==> config.mk <==
export PLATFORM = sky130hd
export DESIGN_NAME = sudoku_unit_eliminator
export DESIGN_NICKNAME = d
export VERILOG_FILES = /design/src/rtl/sudoku_pkg.sv /design/src/rtl/sudoku_onehot_check.sv /design/src/rtl/sudoku_unit_eliminator.sv
export SDC_FILE = /design/constraint.sdc
export NUM_CORES = 1
export LEC_CHECK = 0
export ABC_AREA = 1
export CAP_MARGIN = 10
export CORE_MARGIN = 2
export CORE_UTILIZATION = 45
export CTS_CLUSTER_DIAMETER = 100
export DETAILED_ROUTE_END_ITERATION = 8
export PLACE_DENSITY = 0.84
export SETUP_SLACK_MARGIN = 0.05
export SYNTH_ARGS = -nofsm -noshare
export SYNTH_HDL_FRONTEND = slang
export SYNTH_SLANG_ARGS = --single-unit
==> constraint.sdc <==
create_clock -name clk -period 3.1 [get_ports clk]
set_input_delay 0.93 -clock clk [delete_from_list [all_inputs] [get_ports clk]]
set_output_delay 0.93 -clock clk [all_outputs]
set_load 0.02 [all_outputs]
==> src/rtl/sudoku_pkg.sv <==
// Shared definitions for the sudoku unit hardware.
//   CELL_W      : digit / candidate-mask width (bits 9:1)
//   UNIT_CELLS  : cells per unit (row, column or box)
//   ADDR_VALUE  : cell word address of the solved value
//   ADDR_MASK   : cell word address of the candidate mask
//   ue_state_e  : unit eliminator sequencing states
package sudoku_pkg;

  localparam int unsigned CELL_W     = 9;
  localparam int unsigned UNIT_CELLS = 9;

  localparam logic ADDR_VALUE = 1'b0;
  localparam logic ADDR_MASK  = 1'b1;

  // Last cell index of a unit, in the 4-bit index width used on the bus.
  localparam logic [3:0] LAST_CELL = 4'(UNIT_CELLS - 1);

  typedef enum logic [1:0] {
    ST_IDLE,
    ST_READ,
    ST_WRITE,
    ST_DONE
  } ue_state_e;

endpackage : sudoku_pkg

==> src/rtl/sudoku_onehot_check.sv <==
// Combinational classifier for a 9-bit digit word.
//   value_i   : digit word, bits 9:1
//   is_zero_o : no bit set (unsolved cell)
//   is_onehot_o : exactly one bit set (solved cell)
// A word that is neither zero nor one-hot is malformed.
module sudoku_onehot_check
  import sudoku_pkg::*;
(
  input  logic [CELL_W:1] value_i,
  output logic            is_zero_o,
  output logic            is_onehot_o
);

  logic [CELL_W:1] value_m1;

  // Clearing the lowest set bit leaves zero only for one-hot or zero words.
  always_comb begin
    value_m1    = value_i - 1'b1;
    is_zero_o   = (value_i == '0);
    is_onehot_o = !is_zero_o && ((value_i & value_m1) == '0);
  end

endmodule : sudoku_onehot_check

==> src/rtl/sudoku_unit_eliminator.sv <==
// Bus initiator eliminating solved digits from the candidate masks of one
// sudoku unit of 9 cells.
//   clk, reset  : clock, synchronous active-high reset
//   start       : request one elimination pass (sampled in IDLE only)
//   busy, done  : pass in progress / one-cycle completion pulse
//   cell_sel    : selected cell 0..8
//   cell_addr   : 0 = value word, 1 = candidate-mask word
//   cell_we     : write strobe to the selected cell
//   cell_wdata  : write data (bits 9:1)
//   cell_rdata  : combinational read data of the selected cell word
//   used_mask, conflict, malformed, changed : status of the last pass,
//                 updated when DONE is entered
module sudoku_unit_eliminator
  import sudoku_pkg::*;
#(
  parameter int SKIP_WRITE_ON_ERROR = 1,
  parameter int CELL_W              = 9
) (
  input  logic            clk,
  input  logic            reset,
  input  logic            start,
  output logic            busy,
  output logic            done,
  output logic [3:0]      cell_sel,
  output logic            cell_addr,
  output logic            cell_we,
  output logic [CELL_W:1] cell_wdata,
  input  logic [CELL_W:1] cell_rdata,
  output logic [CELL_W:1] used_mask,
  output logic            conflict,
  output logic            malformed,
  output logic            changed
);

  ue_state_e state_q, state_d;

  logic [3:0]      idx_q, idx_d;
  logic [CELL_W:1] used_q, used_d;
  logic            conflict_q, conflict_d;
  logic            malformed_q, malformed_d;
  logic            changed_q, changed_d;

  logic [CELL_W:1] st_used_q, st_used_d;
  logic            st_conflict_q, st_conflict_d;
  logic            st_malformed_q, st_malformed_d;
  logic            st_changed_q, st_changed_d;

  logic rd_zero;
  logic rd_onehot;
  logic skip_write;

  sudoku_onehot_check u_onehot (
    .value_i     (cell_rdata),
    .is_zero_o   (rd_zero),
    .is_onehot_o (rd_onehot)
  );

  // State register
  always_ff @(posedge clk) begin
    if (reset) state_q <= ST_IDLE;
    else       state_q <= state_d;
  end

  // Accumulators and index.  The skip decision at cell 8 looks at the _d
  // error flags so an error found in that same cycle is honoured.
  always_comb begin
    idx_d       = idx_q;
    used_d      = used_q;
    conflict_d  = conflict_q;
    malformed_d = malformed_q;
    changed_d   = changed_q;
    unique case (state_q)
      ST_IDLE: begin
        if (start) begin
          idx_d       = '0;
          used_d      = '0;
          conflict_d  = 1'b0;
          malformed_d = 1'b0;
          changed_d   = 1'b0;
        end
      end
      ST_READ: begin
        if (!rd_zero && !rd_onehot) malformed_d = 1'b1;
        if (rd_onehot) begin
          if ((cell_rdata & used_q) != '0) conflict_d = 1'b1;
          used_d = used_q | cell_rdata;
        end
        idx_d = (idx_q == LAST_CELL) ? '0 : idx_q + 4'd1;
      end
      ST_WRITE: begin
        if ((cell_rdata & used_q) != '0) changed_d = 1'b1;
        idx_d = (idx_q == LAST_CELL) ? '0 : idx_q + 4'd1;
      end
      ST_DONE: begin
      end
      default: begin
      end
    endcase
  end

  assign skip_write = (SKIP_WRITE_ON_ERROR != 0) && (conflict_d || malformed_d);

  // Next-state logic
  always_comb begin
    state_d = state_q;
    unique case (state_q)
      ST_IDLE:  if (start) state_d = ST_READ;
      ST_READ:  if (idx_q == LAST_CELL) state_d = skip_write ? ST_DONE : ST_WRITE;
      ST_WRITE: if (idx_q == LAST_CELL) state_d = ST_DONE;
      ST_DONE:  state_d = ST_IDLE;
      default:  state_d = ST_IDLE;
    endcase
  end

  // Status capture on entry to DONE, from the accumulators' next values so
  // the last cell of the pass is included.
  always_comb begin
    st_used_d      = st_used_q;
    st_conflict_d  = st_conflict_q;
    st_malformed_d = st_malformed_q;
    st_changed_d   = st_changed_q;
    if (state_d == ST_DONE && state_q != ST_DONE) begin
      st_used_d      = used_d;
      st_conflict_d  = conflict_d;
      st_malformed_d = malformed_d;
      st_changed_d   = changed_d;
    end
  end

  always_ff @(posedge clk) begin
    if (reset) begin
      idx_q          <= '0;
      used_q         <= '0;
      conflict_q     <= 1'b0;
      malformed_q    <= 1'b0;
      changed_q      <= 1'b0;
      st_used_q      <= '0;
      st_conflict_q  <= 1'b0;
      st_malformed_q <= 1'b0;
      st_changed_q   <= 1'b0;
    end else begin
      idx_q          <= idx_d;
      used_q         <= used_d;
      conflict_q     <= conflict_d;
      malformed_q    <= malformed_d;
      changed_q      <= changed_d;
      st_used_q      <= st_used_d;
      st_conflict_q  <= st_conflict_d;
      st_malformed_q <= st_malformed_d;
      st_changed_q   <= st_changed_d;
    end
  end

  // Output logic.  Bus outputs are forced idle while reset is asserted so no
  // write can land in the reset cycle even if the state register was in WRITE.
  always_comb begin
    busy       = (state_q != ST_IDLE);
    done       = (state_q == ST_DONE);
    cell_sel   = '0;
    cell_addr  = ADDR_VALUE;
    cell_we    = 1'b0;
    cell_wdata = '0;
    if (!reset) begin
      unique case (state_q)
        ST_READ: begin
          cell_sel  = idx_q;
          cell_addr = ADDR_VALUE;
        end
        ST_WRITE: begin
          cell_sel   = idx_q;
          cell_addr  = ADDR_MASK;
          cell_we    = 1'b1;
          cell_wdata = ~used_q;
        end
        default: begin
        end
      endcase
    end
  end

  assign used_mask = st_used_q;
  assign conflict  = st_conflict_q;
  assign malformed = st_malformed_q;
  assign changed   = st_changed_q;

endmodule : sudoku_unit_eliminator

==> summary.md <==
| Metric | Value |
|---|---|
| Run status | completed |
| Multiplexer share of the synthesized area | 0% |
| Avg WL per Cell | 11.3 um |
| Pin count of the biggest net entering global routing | 22 |
| Grt total ovfl | 0 |
| Part of the power in registers | 39.5% |
| Largest family of logic cells by synthesized area | simple AND/OR/NAND/NOR gates |
| Post-Synth XOR/XNOR Area | 1.03% |
| Final clock period utilization by the worst path | 96.5% |
| Startpoint types | primary input |
| Die area | 4270 um2 |
| GP Congestion | 0.860 |
| Die span in x | 65.3 um |
| Multi-input gate area | 891 um2 |
| Antenna diodes | 0 |
| Switching share of power | 22.1% |
| Power share of the clock group | 49.6% |
| DR iter-0 viols | 74 |
| Drt total wl | 4050 um |
| Worst-path cell chain | clkdlybuf4s50_1 -> nor2_2 -> buf_4 -> dlygate4sd2_1 |
| TritonCTS clock tree | built |
| CP Capture Type | output port |
| Final ANT Viol Nets | 0 |
| Post-synth cell types | 25 |
| Synth Instances | 263 |
| Power per Cell Area | 436 nW/um2 |
| Placed Area | 2160 um2 |
| DR top layer | met4 |
| Crit Path Class | primary input to output port |
| Hold Crit Class | register to register |
| Leakage | 1.07 nW |
| Metal1 wirelength | 1940 um |
| GRT Total Usage | 19.6% |
| DRT Pass-1 Iters | 4 |
| Register area | 601 um2 |
| Initial antenna violation count | 0 |
| Highest clock rate | 0.334 GHz |
| Buffers inserted by post-CTS timing repair | 0 |
| Die height | 65.3 um |
| CTS root buf | clkbuf_8 |
| VDD IR-drop max | 0.477 mV |
| Worst-margin pin slew | 354 ps |
| Final hold viol count | 0 |
| Post-synth net total | 281 |
| Final Instance Area | 2280 um2 |
| Via/cell ratio | 4.83 |
| Average cell area after synthesis | 6.44 um2 |
| I/O Buffers | 40 |
| Setup TNS | 0 ps |
| Synth Area in Compound Gates | 12.7% |
| CP Data Arrival Time | 2060 ps |
| DRC violations left | 0 |
| Filler Cell Count | 336 |
| Share of cells above drive strength 1 | 12.2% |
| I/O Pins | 41 |
| Sequential fraction of the synthesis area | 35.5% |
| Synth Register Bits | 30 |
| WL met2 | 1900 um |
| CTS H-tree lvls | 2 |
| Placement Rows | 22 |
| Worst skew pair latency | 280 ps |
| Worst path slowest cell | clkdlybuf4s50_1 |
| Reg clk slew, reported paths | 60 ps |
| Comb power frac | 11.0% |
| Routed wire length on met3 | 148 um |
| CP peak stage delay | 450 ps |
| Setup Skew | 5.89 ps |
| Post-synthesis cell area | 1690 um2 |
| Crit path max fanout | 2 |
| # setup viols final | 0 |
| Post-Synth Adder-Cell Area | 4.43% |
| RSZ-0062 raised after global routing | no |
| Rel. slew slack | 76.2% |
| Min Tclk post-route | 2990 ps |
| Number of global-route vias before repair | 1,528 |
| Vias | 1,733 |
| Area Overhead vs Synth | 34.5% |
| Initial Utilization | 46.6% |
| Nets | 328 |
| Hpwl dp | 3040 um |
| Number of max-cap violations | 0 |
| Core area | 3630 um2 |
| Simple-gate share of the synthesized area | 34.3% |
| Synth Warn # | 0 |
| CP Data Required Time | 2170 ps |
| Psw | 0.219 mW |
| Clock tree sinks | 30 |
| Cts hold-fix bufs | 0 |
| Fin. max-slew vios | 0 |
| Internal Pwr Total | 0.774 mW |
| First-pass GRT wire length | 6490 um |
| CTS Buffer Depth | 2 |
| Total CTS buffers | 5 |
power groups by stage:
| stage | sequential [mW] | combinational [mW] | clock (mW) |
|---|---|---|---|
| 3_3_place_gp | 0.401 | 0.106 | 0 |
| 4_1_cts | 0.392 | 0.108 | 0.499 |
| 6_report | 0.392 | 0.109 | 0.492 |
| 3_5_place_dp | 0.401 | 0.107 | 0 |
| 5_1_grt | 0.392 | 0.122 | 0.519 |
| 2_1_floorplan | 0.400 | 0.0717 | 0 |
through the flow:
stage,power [mW],worst slack [ps],cells,hold slack [ps],utilization [%]
after floorplan,0.472,187,263,469,-
after global placement,0.507,-353,351,475,59.5
after detailed placement,0.508,-387,351,472,59.5
after CTS,0.999,4.33,359,486,63.5
after global routing,1.03,44.2,359,528,62.7
final,0.993,108,359,481,62.7
layout by cell type, fill, tap and decap left out:
cell type        count
clkbuf_8             6
nand3_2              3
clkdlybuf4s15_1      3
inv_1               39
nor2_1              58
o211ai_1             1
buf_4                8
bufinv_16            2
nand2_2              3
nand3_1             17
o21bai_1             1
clkdlybuf4s15_2      3
nand4_1              1
ha_1                 6
o22ai_1              1
inv_4                1
a31oi_1              1
xor2_1               2
a32o_1               2
nor2_2               6
clkbuf_2             3
dlygate4sd2_1        3
nand2_1             50
dfxtp_1             30
a21oi_1             18
a22oi_1              1
o21ai_0             14
clkdlybuf4s50_1     25
buf_2                3
cells in the mapped netlist:
cell type | instances | share of area [%]
nand3_2 | 3 | 1.8
a21oi_1 | 18 | 5.3
o21ai_0 | 14 | 4.1
a32o_1 | 2 | 1.2
clkinv_1 | 1 | 0.22
nor2_1 | 59 | 13
nand2_2 | 3 | 1.1
nand2_1 | 50 | 11
nand4_1 | 1 | 0.37
dfxtp_1 | 30 | 35
a31oi_1 | 1 | 0.37
buf_2 | 1 | 0.30
ha_1 | 6 | 4.4
buf_4 | 2 | 0.89
o211ai_1 | 1 | 0.44
inv_1 | 39 | 8.6
nand3_1 | 17 | 5.0
o21bai_1 | 1 | 0.44
buf_6 | 2 | 1.3
a22oi_1 | 1 | 0.44
nor2_2 | 5 | 1.8
o22ai_1 | 1 | 0.37
buf_1 | 1 | 0.22
xor2_1 | 2 | 1.0
clkbuf_1 | 2 | 0.44
per-layer routing:
layer	track usage (%)	up-vias
li1	-	909
met1	24.8	782
met2	32.3	36
met3	2.74	6
met4	10.2	0
met5	0	-
cells by family after synthesis:
group / count (synthesis)
adders and majority gates: 6
DFF: 30
AOI/OAI and AO/OA: 39
xor gates and xnor gates: 2
buffers and inverters: 48
and+or+nand+nor: 138
worst max-delay path: cells and delay by family:
kind,cells,cell delay (ps)
buffers and inverters,3,930
AND/OR/NAND/NOR,1,200
path summary, 6_finish.rpt:
check                                  start            to  slack (ps)  depth (start not counted)
worst max register to register    state_q[1]  used_mask[7]        1040                         14
worst min-delay path            used_mask[1]  used_mask[1]         480                          2
worst min register to register  used_mask[1]  used_mask[1]         480                          2
worst max-delay path                   reset       cell_we         110                          4
flip-flops by register name, indices dropped and copies added (netlist names):
| register | count |
|---|---|
| state_q | 2 |
| used_q | 9 |
| used_mask | 9 |
| malformed_q | 1 |
| changed | 1 |
| idx_q | 4 |
| conflict | 1 |
| conflict_q | 1 |
| malformed | 1 |
| changed_q | 1 |
final cells by class:
type	count	share of cell area, %
clock inverter	2	2.64
clock buffer	6	3.63
inverter	40	6.70
multi-input combinational	185	39.1
tap	48	2.64
sequential	30	26.4
timing repair buffer	48	18.9
what timing repair did:
action,CTS,global route
resized for setup,33,8
hold endpoints to repair,0,0
setup endpoints to repair,15,12
No activity file was read; power rests on OpenSTA's default activity.
